**src/rtl/jpegls_bit_packer.sv**
```systemverilog
// jpegls_bit_packer
// Final entropy-coding stage of the JPEG-LS encoder. It accepts one coded
// symbol per handshake, serialises it MSB-first into bytes with 0xFF
// bit-stuffing, and presents the bytes on a valid/ready stream. On
// end-of-frame it zero-pads the last partial byte and marks the final byte.
//
// Symbol types (in_mode):
//   00 regular  : Golomb code of in_errval with parameter in_k (escape when q >= qmax)
//   01 run hit  : single '1'
//   10 run end  : '0' followed by the in_J LSBs of in_run_rem
//   11 reserved : treated as a run hit
//
// Ports:
//   clk, reset (async, active low)
//   in_valid / in_ready   symbol handshake; fields in_mode, in_errval, in_k,
//                         in_limit_sub, in_J, in_run_rem, in_eof
//   out_valid / out_ready byte handshake; out_byte, out_last (final byte of frame)
//   bit_count             only with JPEGLS_BIT_COUNT_EN defined: total emitted
//                         bits including stuff and pad bits, cleared by reset only
//
// State table:
//   IDLE   | waiting for a symbol, in_ready high
//   ZEROS  | emitting the unary zeros (or the leading '0' of a run end)
//   ONE    | emitting the unary terminator '1' (or the run-hit bit)
//   SUFFIX | emitting the binary suffix MSB-first
//   FLUSH  | end of frame: pad the partial byte, clear stuffing state
module jpegls_bit_packer #(
    parameter int modresidual_length = 8,
    parameter int k_length           = 4,
    parameter int J_length           = 5,
    parameter int runcount_length    = 16,
    parameter int LIMIT              = 32,
    parameter int QBPP               = 8
) (
    input  logic                          clk,
    input  logic                          reset,
    input  logic                          in_valid,
    output logic                          in_ready,
    input  logic [1:0]                    in_mode,
    input  logic [modresidual_length-1:0] in_errval,
    input  logic [k_length-1:0]           in_k,
    input  logic [J_length-1:0]           in_limit_sub,
    input  logic [J_length-1:0]           in_J,
    input  logic [runcount_length-1:0]    in_run_rem,
    input  logic                          in_eof,
    output logic                          out_valid,
    input  logic                          out_ready,
    output logic [7:0]                    out_byte,
    output logic                          out_last
`ifdef JPEGLS_BIT_COUNT_EN
    ,
    output logic [31:0]                   bit_count
`endif
);

    localparam int ZW = modresidual_length;
    localparam int SW = 6;
    localparam int VW = 32;

    typedef enum logic [2:0] {
        IDLE   = 3'd0,
        ZEROS  = 3'd1,
        ONE    = 3'd2,
        SUFFIX = 3'd3,
        FLUSH  = 3'd4
    } state_t;

    state_t state_q, state_d, first_d, end_state;

    // latched symbol
    logic [ZW-1:0] zcnt_q;
    logic          one_q;
    logic [SW-1:0] scnt_q;
    logic [VW-1:0] sval_q;
    logic          eof_q;

    // symbol decode at accept
    logic [ZW-1:0] q_val;
    logic [ZW-1:0] errval_m1;
    int            qmax_i;
    logic          escape;
    logic [ZW-1:0] nz_d;
    logic          one_d;
    logic [SW-1:0] slen_d;
    logic [VW-1:0] src_d;
    logic [VW-1:0] sval_d;

    // byte builder
    logic [7:0] acc_q;
    logic [3:0] acc_cnt_q;
    logic       stuff_q;
    logic [3:0] cap;
    logic [7:0] done_byte;
    logic [7:0] pad_byte;

    logic accept;
    logic emit_valid;
    logic emit_bit;
    logic byte_done;
    logic out_busy;
    logic stall;
    logic adv;
    logic sym_end;
    logic flush_load;
    logic load_out;
    logic [7:0] load_byte;
    logic load_last;

    always_comb begin
        q_val     = in_errval >> in_k;
        errval_m1 = in_errval - {{(ZW-1){1'b0}}, 1'b1};
        qmax_i    = LIMIT - int'(in_limit_sub) - QBPP - 1;
        if (qmax_i < 0) qmax_i = 0;
        escape    = int'(q_val) >= qmax_i;
        nz_d      = '0;
        one_d     = 1'b1;
        slen_d    = '0;
        src_d     = '0;
        case (in_mode)
            2'b00: begin
                if (escape) begin
                    nz_d   = ZW'(qmax_i);
                    slen_d = SW'(QBPP);
                    src_d  = VW'(errval_m1);
                end else begin
                    nz_d   = q_val;
                    slen_d = SW'(in_k);
                    src_d  = VW'(in_errval);
                end
            end
            2'b10: begin
                nz_d   = ZW'(1);
                one_d  = 1'b0;
                slen_d = SW'(in_J);
                src_d  = VW'(in_run_rem);
            end
            default: begin
                nz_d   = '0;
                one_d  = 1'b1;
            end
        endcase
        // Left-align the suffix so the next bit to send is always bit VW-1.
        sval_d = src_d << (SW'(VW) - slen_d);
        if (nz_d != '0)  first_d = ZEROS;
        else if (one_d)  first_d = ONE;
        else             first_d = SUFFIX;
    end

    assign end_state  = eof_q ? FLUSH : IDLE;
    assign accept     = in_valid & in_ready;
    assign emit_valid = (state_q == ZEROS) | (state_q == ONE) | (state_q == SUFFIX);
    assign emit_bit   = (state_q == ONE) | ((state_q == SUFFIX) & sval_q[VW-1]);

    // After a 0xFF byte the next byte holds only 7 data bits; its MSB stays 0.
    assign cap        = stuff_q ? 4'd7 : 4'd8;
    assign byte_done  = emit_valid & ((acc_cnt_q + 4'd1) == cap);
    assign out_busy   = out_valid & ~out_ready;
    assign stall      = byte_done & out_busy;
    assign adv        = emit_valid & ~stall;
    assign done_byte  = {acc_q[6:0], emit_bit};
    assign pad_byte   = acc_q << (cap - acc_cnt_q);
    assign flush_load = (state_q == FLUSH) & (acc_cnt_q != 4'd0) & ~out_busy;

    always_comb begin
        state_d  = state_q;
        sym_end  = 1'b0;
        in_ready = (state_q == IDLE);
        case (state_q)
            IDLE: begin
                if (in_valid) state_d = first_d;
            end
            ZEROS: begin
                if (adv && zcnt_q == ZW'(1)) begin
                    if (one_q) begin
                        state_d = ONE;
                    end else if (scnt_q != '0) begin
                        state_d = SUFFIX;
                    end else begin
                        sym_end = 1'b1;
                        state_d = end_state;
                    end
                end
            end
            ONE: begin
                if (adv) begin
                    if (scnt_q != '0) begin
                        state_d = SUFFIX;
                    end else begin
                        sym_end = 1'b1;
                        state_d = end_state;
                    end
                end
            end
            SUFFIX: begin
                if (adv && scnt_q == SW'(1)) begin
                    sym_end = 1'b1;
                    state_d = end_state;
                end
            end
            FLUSH: begin
                // An empty accumulator means the final byte already left
                // with out_last set, so there is nothing to pad.
                if (acc_cnt_q == 4'd0 || !out_busy) state_d = IDLE;
            end
            default: state_d = IDLE;
        endcase
    end

    always_ff @(posedge clk or negedge reset) begin
        if (!reset) begin
            state_q <= IDLE;
            zcnt_q  <= '0;
            one_q   <= 1'b0;
            scnt_q  <= '0;
            sval_q  <= '0;
            eof_q   <= 1'b0;
        end else begin
            state_q <= state_d;
            if (accept) begin
                zcnt_q <= nz_d;
                one_q  <= one_d;
                scnt_q <= slen_d;
                sval_q <= sval_d;
                eof_q  <= in_eof;
            end else if (adv) begin
                if (state_q == ZEROS) zcnt_q <= zcnt_q - ZW'(1);
                if (state_q == SUFFIX) begin
                    scnt_q <= scnt_q - SW'(1);
                    sval_q <= sval_q << 1;
                end
            end
        end
    end

    assign load_out  = (adv & byte_done) | flush_load;
    assign load_byte = flush_load ? pad_byte : done_byte;
    assign load_last = flush_load | (sym_end & eof_q);

    always_ff @(posedge clk or negedge reset) begin
        if (!reset) begin
            acc_q     <= '0;
            acc_cnt_q <= '0;
            stuff_q   <= 1'b0;
            out_valid <= 1'b0;
            out_byte  <= '0;
            out_last  <= 1'b0;
        end else begin
            if (adv) begin
                if (byte_done) begin
                    acc_q     <= '0;
                    acc_cnt_q <= '0;
                    stuff_q   <= (done_byte == 8'hFF);
                end else begin
                    acc_q     <= done_byte;
                    acc_cnt_q <= acc_cnt_q + 4'd1;
                end
            end else if (flush_load) begin
                acc_q     <= '0;
                acc_cnt_q <= '0;
            end
            if (state_q == FLUSH && state_d == IDLE) stuff_q <= 1'b0;

            if (load_out) begin
                out_valid <= 1'b1;
                out_byte  <= load_byte;
                out_last  <= load_last;
            end else if (out_ready) begin
                out_valid <= 1'b0;
                out_last  <= 1'b0;
            end
        end
    end

`ifdef JPEGLS_BIT_COUNT_EN
    // Stuff bits are counted when their byte completes; pad bits at flush.
    always_ff @(posedge clk or negedge reset) begin
        if (!reset) begin
            bit_count <= '0;
        end else if (adv) begin
            bit_count <= bit_count + 32'd1 + ((byte_done && stuff_q) ? 32'd1 : 32'd0);
        end else if (flush_load) begin
            bit_count <= bit_count + 32'(cap - acc_cnt_q) + (stuff_q ? 32'd1 : 32'd0);
        end
    end
`endif

endmodule

```
**config.mk**
```make
export PLATFORM = sky130hd
export DESIGN_NAME = jpegls_bit_packer
export DESIGN_NICKNAME = d
export VERILOG_FILES = /design/src/rtl/jpegls_bit_packer.sv
export SDC_FILE = /design/constraint.sdc
export NUM_CORES = 1
export LEC_CHECK = 0
export ABC_AREA = 0
export CAP_MARGIN = 25
export CORE_MARGIN = 2
export CORE_UTILIZATION = 35
export CTS_CLUSTER_DIAMETER = 60
export DETAILED_ROUTE_END_ITERATION = 8
export PLACE_DENSITY = 0.63
export SYNTH_ARGS = -nofsm -noshare
export SYNTH_HDL_FRONTEND = slang
export SYNTH_SLANG_ARGS = --single-unit
export TNS_END_PERCENT = 20
```
**constraint.sdc**
```tcl
create_clock -name clk -period 4.2 [get_ports clk]
set_input_delay 0.63 -clock clk [delete_from_list [all_inputs] [get_ports clk]]
set_output_delay 0.63 -clock clk [all_outputs]
set_load 0.05 [all_outputs]
```
==> impl_results.md, run 1 <==
* Status: complete, no violations
* Global-route wire length before repair at approximately 35,000 µm
* DR vias at between 6,000 and 7,000
* # diodes at 0
* CP Capture Type: flop
* Most frequent cell on the critical path: buf_6
* Total Routing Usage GR at 0.217
* Crit path launch type: input pin
* Clock share of power at 0.153
* Slew headroom at 0.595
* Setup ws final at approximately 84 ps
* Initial antenna violation count at 0
* GP Congestion at roughly 0.94
* Drt total wl at 21,100 µm
* Detailed Route Iter0 Violations at about 580
* Clk Latency, worst-skew pair at about 340 ps
* CTS H-tree depth at 3
* Mapped cell area at between 6000 and 7000 µm²
* Required time worst endpoint at 4420 ps
* IO Port Bufs at 55
* Synthesis-stage register bit count at 74
* Final setup fails at 0
* Tightest Pin Transition at between 600 and 700 ps
* Sequential area share after synthesis at 0.284
* Yosys top cell area share at 0.284
* Synthesized area per cell at slightly above 8 µm²
* Flop pwr share at 0.278
* Fmax at about 240 MHz
* Worst Hold Class: in2async
* Reg-to-reg critical path endpoint: sval_q[30]
* Crit path DAT at between 4000 and 5000 ps
* DRC at 0
* Fin. Hold Viols at 0
* WL per Instance at roughly 17 µm
* Syn. warnings at 0
* Vias per std cell at 5.66
* Crit-path slowest cell: mux4_2
* CP max stage delay at between 400 and 500 ps
* Vias in the first global route at 6,770
* Post-synth EDFFs at 0
* Final ANT Viol Nets at 0
* Crit Reg-Reg Startpoint: acc_cnt_q[0]
* Post-Syn Instances at 804
* Max cap viols at 0
* Cells along the critical path: buf_8, mux4_2, mux2i_1, nor2_1, ha_1, nor2b_4, o31ai_4, a21oi_4, nor2_4, a22oi_2, ha_4, inv_4, a21oi_2, a211o_1, buf_6, a211oi_4, buf_6, nand3_1, o22ai_2, a211oi_2, a221o_1
* Pwr dens at between 500 and 600 nW/µm²
* Area of the core at 18,100 µm²
* CTS root buf: clkbuf_16
* Worst-path clk slew at about 60 ps
* RSZ-0062 raised after global routing: yes
* Share of synthesized registers carrying an async set or reset at 1.00
* Switching share of power at 0.442
* CTS tree: yes
* Internal power at between 2 and 3 mW
* Synth area leaders: dfrtp_1 28%, o21ai_0 5.8%, nand2_1 5.8%
* # rows at 49
* DRT Pass-1 Iters at 5
* Worst VDD drop at roughly 260 µV
* Cts bufs inserted at 9
* R2r worst-path depth at 10
* Fin util at 0.500
* Final nets at approximately 1,100
* Setup WS pre-CTS at -815 ps
* Clock Sinks at 74
* Die height at between 100 and 150 µm
* Total Negative Setup Slacks at 0 ps
* Gr ovfl total at 0
* Main synth FF type: dfrtp_1
* Count leader, synth: nand2_1
* DP HPWL at 15,300 µm
* List of most frequent post-synthesis cells: 101 x nand2_1, 77 x nor2_1, 76 x o21ai_0
* Largest net degree at the start of global routing at 75
* Max-slew violation count at 0
* CP Capture Point: sval_q[10]
* Layout cells sized above 1 at 0.307
* Starting Density at 0.359
* Fin crit share at 0.980
* Die Area at between 15,000 and 20,000 µm²
* Final Critical Period at approximately 4100 ps
* Worst Setup SP: in_k[0]
* Post-synthesis cell type count at 92
* Critical path class: in2reg
* Net Switching at approximately 2.1 mW
* Die X at roughly 140 µm
* Layout area overhead at 39.1%
* Max Clock Skew at about 5.7 ps
* Static leakage at 3.76 nW
* Worst Path Max Fanout at 6
* # IOs at 56
* Comb power frac at 0.569
* Max clock buf depth at 2
* R2R Setup Slk at about 1200 ps
* Leading area contributor after synthesis: dfrtp_1
==> per-layer routing <==
metal	track usage	wire (µm)
met3	0.0284	1100
met1	0.298	9690
met2	0.356	9790
met4	0.0711	478
met5	0	0
==> layout make-up <==
class	count	area [µm²]
multi-input cells	657	4680
clock inverters	5	30.0
fillers	1689	9080
flip-flops and latches	74	1850
inverters	28	113
repair buffers	223	1870
well taps	229	287
clock buffers	11	243
==> what timing repair did <==
item / 4_1_cts / 5_1_grt
cloned: 2 / 0
endpoints found under the setup margin: 32 / 34
gates resized for setup: 77 / 52
buffers inserted: 29 / 4
hold buffers: 0 / 0
pin swaps: 30 / 32
==> cell families after synthesis <==
kind of cell,synth area share
AND/OR/NAND/NOR,0.220
AO/OA/AOI/OAI,0.303
buffers and inverters,0.0501
flip-flops,0.284
multiplexers,0.0712
adder cells (fa/ha/maj),0.0415
XOR/XNOR,0.0296
other,0.000575
==> power groups by stage <==
stage | clock network (mW) | registers, mW | logic, mW
6_report | 0.723 | 1.31 | 2.69
5_1_grt | 0.770 | 1.36 | 2.98
4_1_cts | 0.742 | 1.31 | 2.63
3_5_place_dp | 0 | 1.32 | 2.53
3_3_place_gp | 0 | 1.32 | 2.50
2_1_floorplan | 0 | 1.41 | 1.66
==> worst max-delay path: cells and delay by family <==
family,cells,cell delay (ps)
AO/OA/AOI/OAI,9,1720
adder cells (fa/ha/maj),2,500
buffers and inverters,4,440
multiplexers,2,610
AND/OR/NAND/NOR,4,450
==> worst min path at each step <==
stage                     startpoint            to  slack, ps  depth (start not counted)
after floorplan                reset  acc_cnt_q[0]        330                          0
after global placement         eof_q         eof_q        460                          2
after detailed placement       eof_q         eof_q        470                          2
after CTS                      reset      out_last        480                          1
after global routing           reset   out_byte[4]        110                          1
final                          reset   out_byte[0]        120                          1
==> flip-flops by register name, indices dropped and copies added, names as in the netlist <==
signal / cells
acc_cnt_q: 4
eof_q: 1
one_q: 1
out_byte: 8
out_valid: 1
scnt_q: 6
state_q: 3
sval_q: 32
acc_q: 8
stuff_q: 1
out_last: 1
zcnt_q: 8
==> through the flow <==
stage	hold slack (ps)	std cells	area, µm²	total power, mW
after global placement	458	1176	8190	3.82
after detailed placement	467	1177	8200	3.85
final	116	1227	9070	4.73
after CTS	480	1223	8900	4.68
after global routing	111	1227	9070	5.11
after floorplan	334	806	6650	3.08
==> cell usage in the layout (no fill, tap or decap), types with 11 or more instances in the layout <==
cell type and count:
inv_1 23, o21ai_0 68, ha_1 17, clkdlybuf4s50_1 40, o21ai_1 13, nor2_1 73, buf_6 14, buf_4 154
nand2_1 99, o211ai_1 15, a21oi_1 46, a31oi_1 11, nand3_1 28, o21a_1 12, dfrtp_1 74, nor3_1 13
mux2i_1 20
Note: power is estimated with default switching activity, not from simulation.
==> inputs of run 2 (changes only) <==
--- a/config.mk
+++ b/config.mk
@@ -12,5 +12,7 @@
 export CTS_CLUSTER_DIAMETER = 60
 export DETAILED_ROUTE_END_ITERATION = 8
+export GPL_TIMING_DRIVEN = 0
 export PLACE_DENSITY = 0.63
+export SKIP_CTS_REPAIR_TIMING = 1
 export SYNTH_ARGS = -nofsm -noshare
 export SYNTH_HDL_FRONTEND = slang
==> constraint.sdc (replaced) <==
create_clock -name clk -period 4.2 [get_ports clk]
set_input_delay 0.63 -clock clk [delete_from_list [all_inputs] [get_ports clk]]
set_output_delay 0.63 -clock clk [all_outputs]
set_load 0.1 [all_outputs]
==> run 2 against run 1 <==
  * The flow now finishes with violations (negative setup slack)
  * Power increased by 2.9%
  * First-iteration DRC count decreased by 11%
  * Sequential cell count unchanged
  * Routed wire length decreased by 1.8%
  * Non-clock buffer count decreased by 99
  * Clock skew increased by 3.4 ps
  * Design area decreased by 8.7%
  * Fmax decreased by 9.1%
  * Sequential power about the same
  * Combinational power increased by 3%
  * Sequential share of layout area increased by 1.9 points
  * Core utilization decreased by 4.4 points
  * Largest power group unchanged
==> impl_results.md, run 2 (synthesized netlist as in run 1, its figures left out) <==
* Status: finished, violations left
* Failing checks: negative setup slack
* Starting Density at 0.359 (unchanged)
* Crit path launch type: input pin
* WL per Instance at 18.3 µm (+6.8%)
* IO Port Bufs at 52 (-5.5%)
* Total Routing Usage GR at 0.204 (-0.0136)
* Pwr dens at 588 nW/µm² (+13%)
* Top delay family on crit path: compound AO/OA/AOI/OAI gates
* Max-slew violation count at 0 (unchanged)
* Largest net degree at the start of global routing at 61 (-19%)
* Fin crit share at 1.08 (+0.0980)
* Post-route cell area at 8280 µm² (-8.7%)
* Commonest cells after routing, fill and taps aside: 97 x nand2_1, 74 x o21ai_0, 74 x dfrtp_1, 71 x nor2_1, 46 x a21oi_1
* CP Capture Type: flop
* Slew headroom at 0.351 (-0.244)
* Max Clock Skew at 9.08 ps (+3.37 ps)
* Die height at 140 µm (unchanged)
* RSZ-0062 raised after global routing: yes
* Max cap viols at 0 (unchanged)
* Max clock buf depth at 2 (unchanged)
* Fmax at 221 MHz (-9.1%)
* Worst VDD drop at 244 µV (-7.2%)
* Critical path class: in2reg
* Vias in the first global route at 6,121 (-9.6%)
* DP HPWL at 15,300 µm (-0.51%)
* Layout cells sized above 1 at 0.201 (-0.105)
* Die X at 140 µm (unchanged)
* Required time worst endpoint at 4480 ps (+60 ps)
* Max FFs per register at 32 (unchanged)
* Final Critical Period at 4530 ps (+411 ps)
* Final nets at 960 (-9.3%)
* Crit path DAT at 4800 ps (+460 ps)
* Worst Hold Class: in2async
* Layout area overhead at 27.0%
* Die Area at 19,700 µm² (unchanged)
* Drt total wl at 20,700 µm (-1.8%)
* CTS tree: yes
* Fin util at 0.456 (-0.0435)
* Clock Sinks at 74 (unchanged)
* Most flops, register: sval_q
* Final ANT Viol Nets at 0 (unchanged)
* Detailed Route Iter0 Violations at 519 (-11%)
* Worst Path Max Fanout at 6 (unchanged)
* Gr ovfl total at 0 (unchanged)
* Design Power at 4.87 mW (+2.9%)
* Cts bufs inserted at 9 (unchanged)
* R2R Setup Slk at 1100 ps (-120 ps)
* GP Congestion at 0.952 (+0.89%)
* CTS root buf: clkbuf_16
* Final setup fails at 28 (+28)
* Tightest Pin Transition at 971 ps (+365 ps)
* Fillers at 1,794 (+6.2%)
* Total Negative Setup Slacks at -6640 ps (-6640 ps)
* DR vias at 6,659 (-4.1%)
* Fin. Hold Viols at 0 (unchanged)
* DRT Pass-1 Iters at 5 (unchanged)
* Initial antenna violation count at 0 (unchanged)
* # diodes at 0 (unchanged)
* Worst-path clk slew at 60 ps (about the same)
* Area of the core at 18,100 µm² (unchanged)
* Placed instance area at 7480 µm² (-8.8%)
* Setup ws final at -327 ps (-411 ps)
* # rows at 49 (unchanged)
* CP max stage delay at 490 ps (+20 ps)
* Cells along the critical path: buf_12, clkbuf_16, mux4_2, mux2i_1, nor2_2, ha_4, nor2b_4, o31ai_4, a21oi_4, o21ai_4, inv_4, buf_8, ha_4, inv_4, a221oi_1, a211o_1, a211o_4, nor2_2, a32oi_1, o211ai_1, o311ai_2, a21oi_1
* CTS H-tree depth at 3 (unchanged)
* Global-route wire length before repair at 32,600 µm (-7.3%)
* # IOs at 56 (unchanged)
* Static leakage at 3.26 nW (-13%)
* Clk Latency, worst-skew pair at 350 ps (about the same)
* Crit-path slowest cell: mux4_2
* DRC at 0 (unchanged)
* Vias per std cell at 5.90 (+4.3%)
* Buf+Inv Stages, Crit Path at 5 (+1)
* Commonest non-fill, non-tap cell in the layout: nand2_1
-- run 2: changes by cell type in the layout (fill, tap and decap cells not counted), moves of 6 or more --
cell            previous run  this run
buf_4                    154        30
clkbuf_1                   1        23
buf_6                     14         4
buf_2                      1         9
dlymetal6s2s_1             1         8
o21ai_0                   68        74
-- run 2: power by group --
part	internal (mW)	leakage (nW)	switching (mW)
logic	1.04	2.21	1.73
registers	1.05	0.909	0.270
clock network	0.461	0.139	0.321
-- run 2: final timing paths --
path / from / to / cells past startpoint
setup / recovery: in_k[0] / sval_q[13] / 22
hold / removal: reset / acc_cnt_q[3] / 1
setup reg to reg: acc_cnt_q[1] / sval_q[18] / 10
hold reg to reg: eof_q / eof_q / 2
max in group asynchronous: reset / sval_q[29] / 2
min in group clk: eof_q / eof_q / 2
-- run 2: area by class of cell --
class	instances	area, µm²	area share
well taps	229	287	0.0346
plain buffers	46	307	0.0370
repair buffers	78	743	0.0898
clock buffers	10	229	0.0277
flip-flops and latches	74	1850	0.224
inverters	28	123	0.0148
clock inverters	6	67.6	0.00816
multi-input cells	657	4670	0.564
-- run 2: per-stage QoR --
| stage | setup slack [ps] | hold slack, ps | std cells |
|---|---|---|---|
| 4_1_cts | -1390 | 140 | 1104 |
| 6_report | -327 | 139 | 1128 |
| 3_3_place_gp | -1720 | 454 | 1087 |
| 5_1_grt | -477 | 151 | 1128 |
| 3_5_place_dp | -1720 | 465 | 1088 |
| 2_1_floorplan | -386 | 334 | 806 |
-- run 2: per-layer routing --
layer | routed length, µm | vias up | share of wire | GRT usage
met5 | 0 | - | 0 | 0
met4 | 568 | 0 | 0.027 | 0.0758
met3 | 1310 | 49 | 0.063 | 0.0250
met2 | 9620 | 302 | 0.47 | 0.329
met1 | 9190 | 3153 | 0.44 | 0.281
li1 | - | 3155 | - | -
==> inputs of run 3 (changes only) <==
PLACE_DENSITY = unset   (was 0.63)
PLACE_DENSITY_LB_ADDON = 0.2   (was unset)
==> run 3 against run 2 <==
  * Critical path depth grew 1
  * Setup slack lost 140 ps
  * Sequential cell count is the same
  * Design area shrank 0.20%
  * Global-route usage grew 1.3 points
  * Die area is the same
  * Combinational power is essentially flat
  * Clock skew shrank 1.2 ps
  * Non-clock buffer count shrank 1
  * Sequential share of layout area is essentially flat
  * The run ends with design-rule violations, negative setup slack left
  * Sequential power is essentially flat
==> impl_results.md, run 3 (synthesized netlist as in run 1, its figures left out) <==
* Final setup fails at 28 (unchanged)
* Final Non-Filler Cells at 1,127 (-0.089%)
* Commonest non-fill, non-tap cell in the layout: nand2_1
* Max clock buf depth at 2 (unchanged)
* Max cap viols at 0 (unchanged)
* Required time worst endpoint at 4400 ps (-80 ps)
* DRC at 1 (+1)
* Net Switching at 2.34 mW (+0.88%)
* Worst Path Max Fanout at 7 (+1)
* # diodes at 0 (unchanged)
* Worst VDD drop at 251 µV (+3.1%)
* Vias in the first global route at 6,227 (+1.7%)
* Crit path DAT at 4870 ps (+70 ps)
* Comb power frac at 0.574 (+0.007)
* Layout cells sized above 1 at 0.193 (-0.00868)
* Critical path class: in2reg
* Switching share of power at 0.484 (+0.00778)
* Register area at 1850 µm² (unchanged)
* Total Routing Usage GR at 0.216 (+0.0126)
* Final nets at 959 (-0.10%)
* Crit-path slowest cell: mux4_2
* Max Clock Skew at 7.86 ps (-1.23 ps)
* Fmax at 214 MHz (-3.0%)
* Starting Density at 0.359 (unchanged)
* Clk Latency, worst-skew pair at 350 ps (about the same)
* CP max stage delay at 490 ps (about the same)
* Global-route wire length before repair at 34,100 µm (+4.5%)
* Worst Hold Class: in2async
* Cts bufs inserted at 9 (unchanged)
* Detailed Route Iter0 Violations at 524 (+0.96%)
* Area of the core at 18,100 µm² (unchanged)
* Final ANT Viol Nets at 0 (unchanged)
* DRT Pass-1 Iters at 9 (+4)
* CTS root buf: clkbuf_16
* Fin. Hold Viols at 0 (unchanged)
* Worst-path clk slew at 60 ps (about the same)
* Min Hold Slack at 161 ps (+22.4 ps)
* CTS H-tree depth at 3 (unchanged)
* Most flops, register: sval_q
* Internal power at 2.49 mW (-2.2%)
* WL per Instance at 19.2 µm (+4.6%)
* WL met2 at 9690 µm (+0.68%)
* Vias per std cell at 5.91 (+0.13%)
* Pwr dens at 585 nW/µm² (-0.55%)
* # IOs at 56 (unchanged)
* Placed cells at 1,088 (unchanged)
* Tightest Pin Transition at 978 ps (+7.47 ps)
* Area of the multi-input gates at 4660 µm² (-0.27%)
* Failing checks: design-rule violations, negative setup slack
* Fin crit share at 1.11 (+0.0333)
* Largest net degree at the start of global routing at 59 (-3.3%)
* Flop pwr share at 0.273 (about the same)
* Die Area at 19,700 µm² (unchanged)
* Static leakage at 3.27 nW (+0.36%)
* Drt total wl at 21,600 µm (+4.5%)
* CP Capture Type: flop
* Die height at 140 µm (unchanged)
* GP Congestion at 0.980 (+3.0%)
* Die X at 140 µm (unchanged)
* Initial antenna violation count at 0 (unchanged)
* CTS tree: yes
* Final Critical Period at 4670 ps (+140 ps)
* Top delay family on crit path: compound AO/OA/AOI/OAI gates
* Clock Sinks at 74 (unchanged)
* Setup WS pre-CTS at -1850 ps (-127 ps)
* Max FFs per register at 32 (unchanged)
* # rows at 49 (unchanged)
* DR vias at 6,662 (+0.045%)
* Clock share of power at 0.153 (-0.008)
* IO Port Bufs at 52 (unchanged)
* RSZ-0062 raised after global routing: yes
* Design Power at 4.83 mW (-0.74%)
* Met1 wire length at 10,100 µm (+10%)
* Cells along the critical path: buf_12, clkbuf_16, mux4_2, mux2i_1, nor2_2, ha_4, nor2b_4, o31ai_4, a21oi_4, buf_12, o21ai_4, inv_4, buf_8, ha_4, inv_4, a21oi_2, a211o_1, a211o_4, buf_6, nand2_1, o22ai_1, o31ai_4, o221ai_1
* Slew headroom at 0.346 (-0.00499)
* Gr ovfl total at 0 (unchanged)
* Top layer in use: met4
* Status: finished, violations left
* Max-slew violation count at 0 (unchanged)
* Buf+Inv Stages, Crit Path at 7 (+2)
* Layout area overhead at 26.8%
* Setup ws final at -467 ps (-140 ps)
* Crit path launch type: input pin
* Commonest cells after routing, fill and taps aside: 99 x nand2_1, 74 x dfrtp_1, 73 x nor2_1, 73 x o21ai_0, 46 x a21oi_1
* Metal3 WL at 1280 µm (-1.8%)
* DP HPWL at 16,100 µm (+5.3%)
* Fillers at 1,821 (+1.5%)
==> run 3: final timing paths <==
| kind | slack, ps | cells after the start | end | from |
|---|---|---|---|---|
| setup / recovery | -470 | 23 | sval_q[24] | in_k[0] |
| hold / removal | 160 | 1 | zcnt_q[2] | reset |
| setup reg to reg | 1020 | 11 | sval_q[19] | acc_cnt_q[1] |
| hold reg to reg | 490 | 2 | eof_q | eof_q |
| max in group asynchronous | 3460 | 2 | sval_q[12] | reset |
| min in group clk | 490 | 2 | eof_q | eof_q |
==> run 3: power groups by stage <==
stage	clock [mW]	combinational (mW)	sequential, mW
final	0.738	2.77	1.32
after detailed placement	0	2.63	1.33
after floorplan	0	1.68	1.59
after CTS	0.753	2.64	1.32
after global routing	0.786	3.04	1.37
after global placement	0	2.61	1.32
==> run 3: cell type report <==
cell class	instances	share of cell area
plain buffers	46	0.0375
flip-flops and latches	74	0.224
inverters	28	0.0148
repair buffers	77	0.0911
clock inverters	7	0.00651
clock buffers	9	0.0273
multi-input cells	657	0.564
well taps	229	0.0347
==> run 3: layer usage <==
metal  vias up  track usage
li1       3153            -
met5         -            0
met4         0       0.0700
met3        40       0.0325
met2       249        0.332
met1      3220        0.313
==> run 3: per-stage QoR <==
| step | instance area [µm²] | setup TNS [ps] | utilization |
|---|---|---|---|
| after floorplan | 6650 | -7230 | - |
| after global placement | 7460 | -70850 | 0.411 |
| after detailed placement | 7480 | -53860 | 0.412 |
| after CTS | 7760 | -41330 | 0.428 |
| after global routing | 8260 | -12720 | 0.455 |
| final | 8260 | -8770 | 0.455 |
